$ cat config.mk
export PLATFORM = sky130hd
export DESIGN_NAME = instr_frontend
export DESIGN_NICKNAME = d
export VERILOG_FILES = /design/src/rtl/instr_frontend.sv
export SDC_FILE = /design/constraint.sdc
export NUM_CORES = 1
export LEC_CHECK = 0
export ABC_CLOCK_PERIOD_IN_PS = 5400
export CELL_PAD_IN_SITES_DETAIL_PLACEMENT = 0
export CELL_PAD_IN_SITES_GLOBAL_PLACEMENT = 1
export CORE_MARGIN = 3
export CORE_UTILIZATION = 35
export DETAILED_ROUTE_END_ITERATION = 6
export GPL_TIMING_DRIVEN = 1
export PLACE_DENSITY = 0.72
export SYNTH_ARGS = -nofsm -noshare
export SYNTH_HDL_FRONTEND = slang
export SYNTH_SLANG_ARGS = --single-unit
$ cat constraint.sdc
create_clock -name clk -period 5.4 [get_ports clk]
set_input_delay 0.81 -clock clk [delete_from_list [all_inputs] [get_ports clk]]
set_output_delay 0.81 -clock clk [all_outputs]
set_load 0.005 [all_outputs]
$ cat src/rtl/instr_frontend.sv
// rtl/instr_frontend.sv - switch/button instruction entry: sync, debounce, latch, execute strobe
// Optional execute autorepeat while the button is held: define AUTOREPEAT_EN.
module instr_frontend #(
  parameter int unsigned DEBOUNCE_CYCLES = 50000,
  parameter int unsigned REPEAT_CYCLES   = 5000000
) (
  input  logic        clk,
  input  logic        rst,
  input  logic        btn_raw,
  input  logic [15:0] sw,
  output logic [3:0]  opcode,
  output logic [11:0] instr,
  output logic        btn_edge,
  output logic        pressed
);

  localparam logic [15:0] DbLast = 16'(DEBOUNCE_CYCLES - 1);

  typedef enum logic [1:0] {IDLE, DB_PRESS, PRESSED, DB_RELEASE} state_e;

  logic        btn_meta_q, btn_s_q;
  logic [15:0] sw_meta_q, sw_s_q;
  state_e      state_q, state_d;
  logic [15:0] db_cnt_q, db_cnt_d;
  logic [15:0] word_q, word_d;
  logic        edge_q, edge_d;
  logic        fire;

`ifdef AUTOREPEAT_EN
  localparam logic [23:0] RptLast = 24'(REPEAT_CYCLES - 1);
  logic [23:0] rpt_cnt_q, rpt_cnt_d;
`endif

  always_ff @(posedge clk) begin
    if (rst) begin
      btn_meta_q <= 1'b0;
      btn_s_q    <= 1'b0;
      sw_meta_q  <= '0;
      sw_s_q     <= '0;
    end else begin
      btn_meta_q <= btn_raw;
      btn_s_q    <= btn_meta_q;
      sw_meta_q  <= sw;
      sw_s_q     <= sw_meta_q;
    end
  end

  always_comb begin
    state_d  = state_q;
    db_cnt_d = db_cnt_q;
    word_d   = word_q;
    edge_d   = 1'b0;
    fire     = 1'b0;
`ifdef AUTOREPEAT_EN
    // Zero unless counting in PRESSED, so every entry to PRESSED starts fresh.
    rpt_cnt_d = '0;
`endif
    unique case (state_q)
      IDLE: begin
        if (btn_s_q) begin
          state_d  = DB_PRESS;
          db_cnt_d = '0;
        end
      end
      DB_PRESS: begin
        if (!btn_s_q) begin
          state_d = IDLE;
        end else if (db_cnt_q == DbLast) begin
          state_d = PRESSED;
          fire    = 1'b1;
        end else begin
          db_cnt_d = db_cnt_q + 16'd1;
        end
      end
      PRESSED: begin
        if (!btn_s_q) begin
          state_d  = DB_RELEASE;
          db_cnt_d = '0;
        end
`ifdef AUTOREPEAT_EN
        else if (rpt_cnt_q == RptLast) begin
          fire = 1'b1;
        end else begin
          rpt_cnt_d = rpt_cnt_q + 24'd1;
        end
`endif
      end
      DB_RELEASE: begin
        if (btn_s_q) begin
          state_d = PRESSED;
        end else if (db_cnt_q == DbLast) begin
          state_d = IDLE;
        end else begin
          db_cnt_d = db_cnt_q + 16'd1;
        end
      end
      default: state_d = IDLE;
    endcase
    if (fire) begin
      word_d = sw_s_q;
      edge_d = 1'b1;
    end
  end

  always_ff @(posedge clk) begin
    if (rst) begin
      state_q  <= IDLE;
      db_cnt_q <= '0;
      word_q   <= '0;
      edge_q   <= 1'b0;
    end else begin
      state_q  <= state_d;
      db_cnt_q <= db_cnt_d;
      word_q   <= word_d;
      edge_q   <= edge_d;
    end
  end

`ifdef AUTOREPEAT_EN
  always_ff @(posedge clk) begin
    if (rst) begin
      rpt_cnt_q <= '0;
    end else begin
      rpt_cnt_q <= rpt_cnt_d;
    end
  end
`endif

  assign opcode   = word_q[15:12];
  assign instr    = word_q[11:0];
  assign btn_edge = edge_q;
  assign pressed  = (state_q == PRESSED) || (state_q == DB_RELEASE);

endmodule

==> results.sh <==
export IMPL_drt_pass1_iterations=4
export IMPL_critical_path_startpoint_type="flip-flop"
export IMPL_io_pins=37
export IMPL_timing_max_slew_rel_slack_pct=30.9
export IMPL_power_density_nw_per_um2=302
export IMPL_finalMaxSlewViolations=0
export IMPL_die_y_um=91.8
export IMPL_timing_worst_slew_pin_value_ns=1.04
export IMPL_finalWeightedCongestion=0.697
export IMPL_layout_core_utilization_pct=45.7
export IMPL_switching_share_pct=21.5
export IMPL_cts_buffers_inserted=9
export IMPL_placed_cells=369
export IMPL_synthesis_nets=269
export IMPL_synth_enable_flop_cells=0
export IMPL_area_growth_synth_to_final_pct=23.2
export IMPL_final_layout_worst_hold_slack_ns=0.436
export IMPL_cts_path_max_buffers=2
export IMPL_vias_in_the_first_global_route=1531
export IMPL_maxClockFrequency_mhz=353
export IMPL_synth_area_um2=2570
export IMPL_clock_latency_ns=0.33
export IMPL_worstHoldPathType="reg -> reg"
export IMPL_clkSinkCount=69
export IMPL_detailroute_via_count=1740
export IMPL_n_antenna_cell=0
export IMPL_path_max_fanout=17
export IMPL_initial_util_pct=37.1
export IMPL_power_share_combinational_pct=4.0
export IMPL_total_count_of_hold_check_failures_in_the_final_report=0
export IMPL_sequential_element_share_of_the_synthesized_area_pct=53.7
export IMPL_net_switching_power_w=0.000206
export IMPL_cts_tree="yes"
export IMPL_post_dp_cell_area_um2=2980
export IMPL_finalWorstPathRequiredPeriod_ns=2.83
export IMPL_post_route_period_util_pct=52.4
export IMPL_grt_antenna_before_repair=0
export IMPL_drt_antenna_violating_nets=0
export IMPL_netlist_cell_type_count=32
export IMPL_sequentialPowerShare_pct=54.6
export IMPL_worst_setup_path_end_kind="flip-flop"
export IMPL_hold_start="sw_meta_q[13]"
export IMPL_place_port_buffers=36
export IMPL_cts_reportedPaths_clkPinSlew_ns=0.08
export IMPL_die_area_um2=8420
export IMPL_drt_iter0_markers=47
export IMPL_avgViaCountPerCell=4.53
export IMPL_rrSetupSlack_ns=2.57
export IMPL_hpwl_mm=2.80
export IMPL_setup_repair_after_global_routing_missed_its_margin="false"
export IMPL_cts_resized=0
export IMPL_worst_ir_drop_vdd_uv=161
export IMPL_crit_path_start="db_cnt_q[4]"
export IMPL_final_cells=384
export IMPL_final_nets=304
export IMPL_dieWidth_um=91.8
export IMPL_setup_total_negative_slack_ns=0
export IMPL_syn_inst=249
export IMPL_crit_type="reg -> reg"
export IMPL_rows=30
export IMPL_synth_yosys_warnings=0
export IMPL_grt_pass1_wl_mm=7.06
export IMPL_postSynthAreaPerCell_um2=10.3
export IMPL_coreArea_um2=6940
export IMPL_cts_setup_buffers=0
export IMPL_ff2ff_path_depth=4
export IMPL_yosys_most_used_dff="sky130_fd_sc_hd__dfxtp_1"
export IMPL_regToRegStartpoint="db_cnt_q[4]"
export IMPL_worst_hold_path_num_cells=1
export IMPL_p_int_w=0.000753
export IMPL_finalClockSkew_ns=0.0112
export IMPL_grt_total_usage_pct=10.5
export IMPL_globalRouteOverflowTotal=0
export IMPL_cts_root_buffer_cell="sky130_fd_sc_hd__clkbuf_8"
export IMPL_hold_buffers=0
export IMPL_routed_wire_length_per_instance_um=11.3
export IMPL_finalSetupViolations=0
export IMPL_drive_gt1_share_pct=6.60
export IMPL_worst_ep_arrival_time_ns=3.09
export IMPL_routed_wirelength_mm=4.36
export IMPL_postSynth_asyncResetShare_pct=0
export IMPL_cp_data_required_time_ns=5.65
export IMPL_post_route_drc=0
export IMPL_final_design_area_no_fill_um2=3170
export IMPL_grt_max_degree=76
export IMPL_cellLeakagePower_nw=1.12
export IMPL_status="finished clean"
export IMPL_clock_network_fraction_of_total_power_pct=41.5
export IMPL_htreeDepth=3
export IMPL_register_bit_total_from_synthesis=69
export IMPL_drv_cap=0
-- cell families after synthesis --
logic type,Yosys count,synth area share [%]
AOI/OAI and AO/OA,24,5.83
and+or+nand+nor,120,29.2
DFF,69,53.7
xor gates and xnor gates,3,1.02
buffers and inverters,15,3.16
adders and majority gates,1,0.486
muxes,17,6.61
-- cells in the final DEF, fill, tap and decap left out, drive strengths merged, types with 4 or more instances in the layout --
master,n
nand2b,33
clkinv,4
mux2i,17
o211ai,8
clkdlybuf4s50,35
nand2,15
clkbuf,9
a21oi,6
or4,8
or3,5
dfxtp,69
nand3,4
nand4,6
nor2b,37
o21ai,7
-- worst max-delay path, stage by stage, from the launching register on --
cell and delay [ns]:
sky130_fd_sc_hd__dfxtp_1 0.37, sky130_fd_sc_hd__or4b_4 0.57, sky130_fd_sc_hd__nor4_4 0.59, sky130_fd_sc_hd__and3b_1 0.94
sky130_fd_sc_hd__mux2i_1 0.28
-- cell type report --
| class | count | area [um^2] |
|---|---|---|
| Sequential cell | 69 | 1380 |
| Fill cell | 675 | 3770 |
| Inverter | 2 | 7.51 |
| Tap cell | 96 | 120 |
| Timing Repair Buffer | 37 | 363 |
| Clock buffer | 9 | 124 |
| Clock inverter | 6 | 65.1 |
| Multi-Input combinational cell | 165 | 1110 |
-- cells in the mapped netlist, types with 5 or more instances --
cell,n,area (um^2)
sky130_fd_sc_hd__o21ai_0,7,35.0
sky130_fd_sc_hd__a21oi_1,6,30.0
sky130_fd_sc_hd__mux2i_1,17,170
sky130_fd_sc_hd__dfxtp_1,69,1380
sky130_fd_sc_hd__or4_1,8,60.1
sky130_fd_sc_hd__nand4_1,6,37.5
sky130_fd_sc_hd__o211ai_1,8,60.1
sky130_fd_sc_hd__nand2_1,15,56.3
sky130_fd_sc_hd__nand2b_1,33,206
sky130_fd_sc_hd__nor2b_1,37,231
sky130_fd_sc_hd__clkbuf_1,8,30.0
sky130_fd_sc_hd__or3_1,5,31.3
-- path summary, 6_finish.rpt --
| kind | end |
|---|---|
| worst max-delay path | word_q[13] |
| worst min-delay path | sw_s_q[13] |
| worst max register to register | word_q[13] |
| worst min register to register | sw_s_q[13] |
-- per-layer routing --
layer / GRT usage (%) / share of wire [%]
met5: 0 / 0
met4: 6.31 / 1.7
met3: 2.79 / 4.5
met2: 14.9 / 42
met1: 14.0 / 52
-- power groups by stage --
stage,clock network (W),registers [W],logic [W]
2_1_floorplan,0,0.000534,0.0000222
3_3_place_gp,0,0.000535,0.0000386
3_5_place_dp,0,0.000535,0.0000389
4_1_cts,0.000412,0.000523,0.0000389
5_1_grt,0.000432,0.000524,0.0000421
6_report,0.000398,0.000523,0.0000383
-- metrics by stage --
stage | setup WS (ns) | power [W]
floorplan | 3.53 | 0.000557
global placement | 2.63 | 0.000574
detailed placement | 2.56 | 0.000574
CTS | 2.54 | 0.000974
global route | 2.40 | 0.000998
finish | 2.57 | 0.000959
-- state kept, by name, indices dropped and copies added (netlist names), named ones only --
register,flops
db_cnt_q,16
sw_s_q,16
sw_meta_q,16
btn_edge,1
btn_s_q,1
btn_meta_q,1
state_q,1
word_q,16
(Power assumes the default switching activity.)
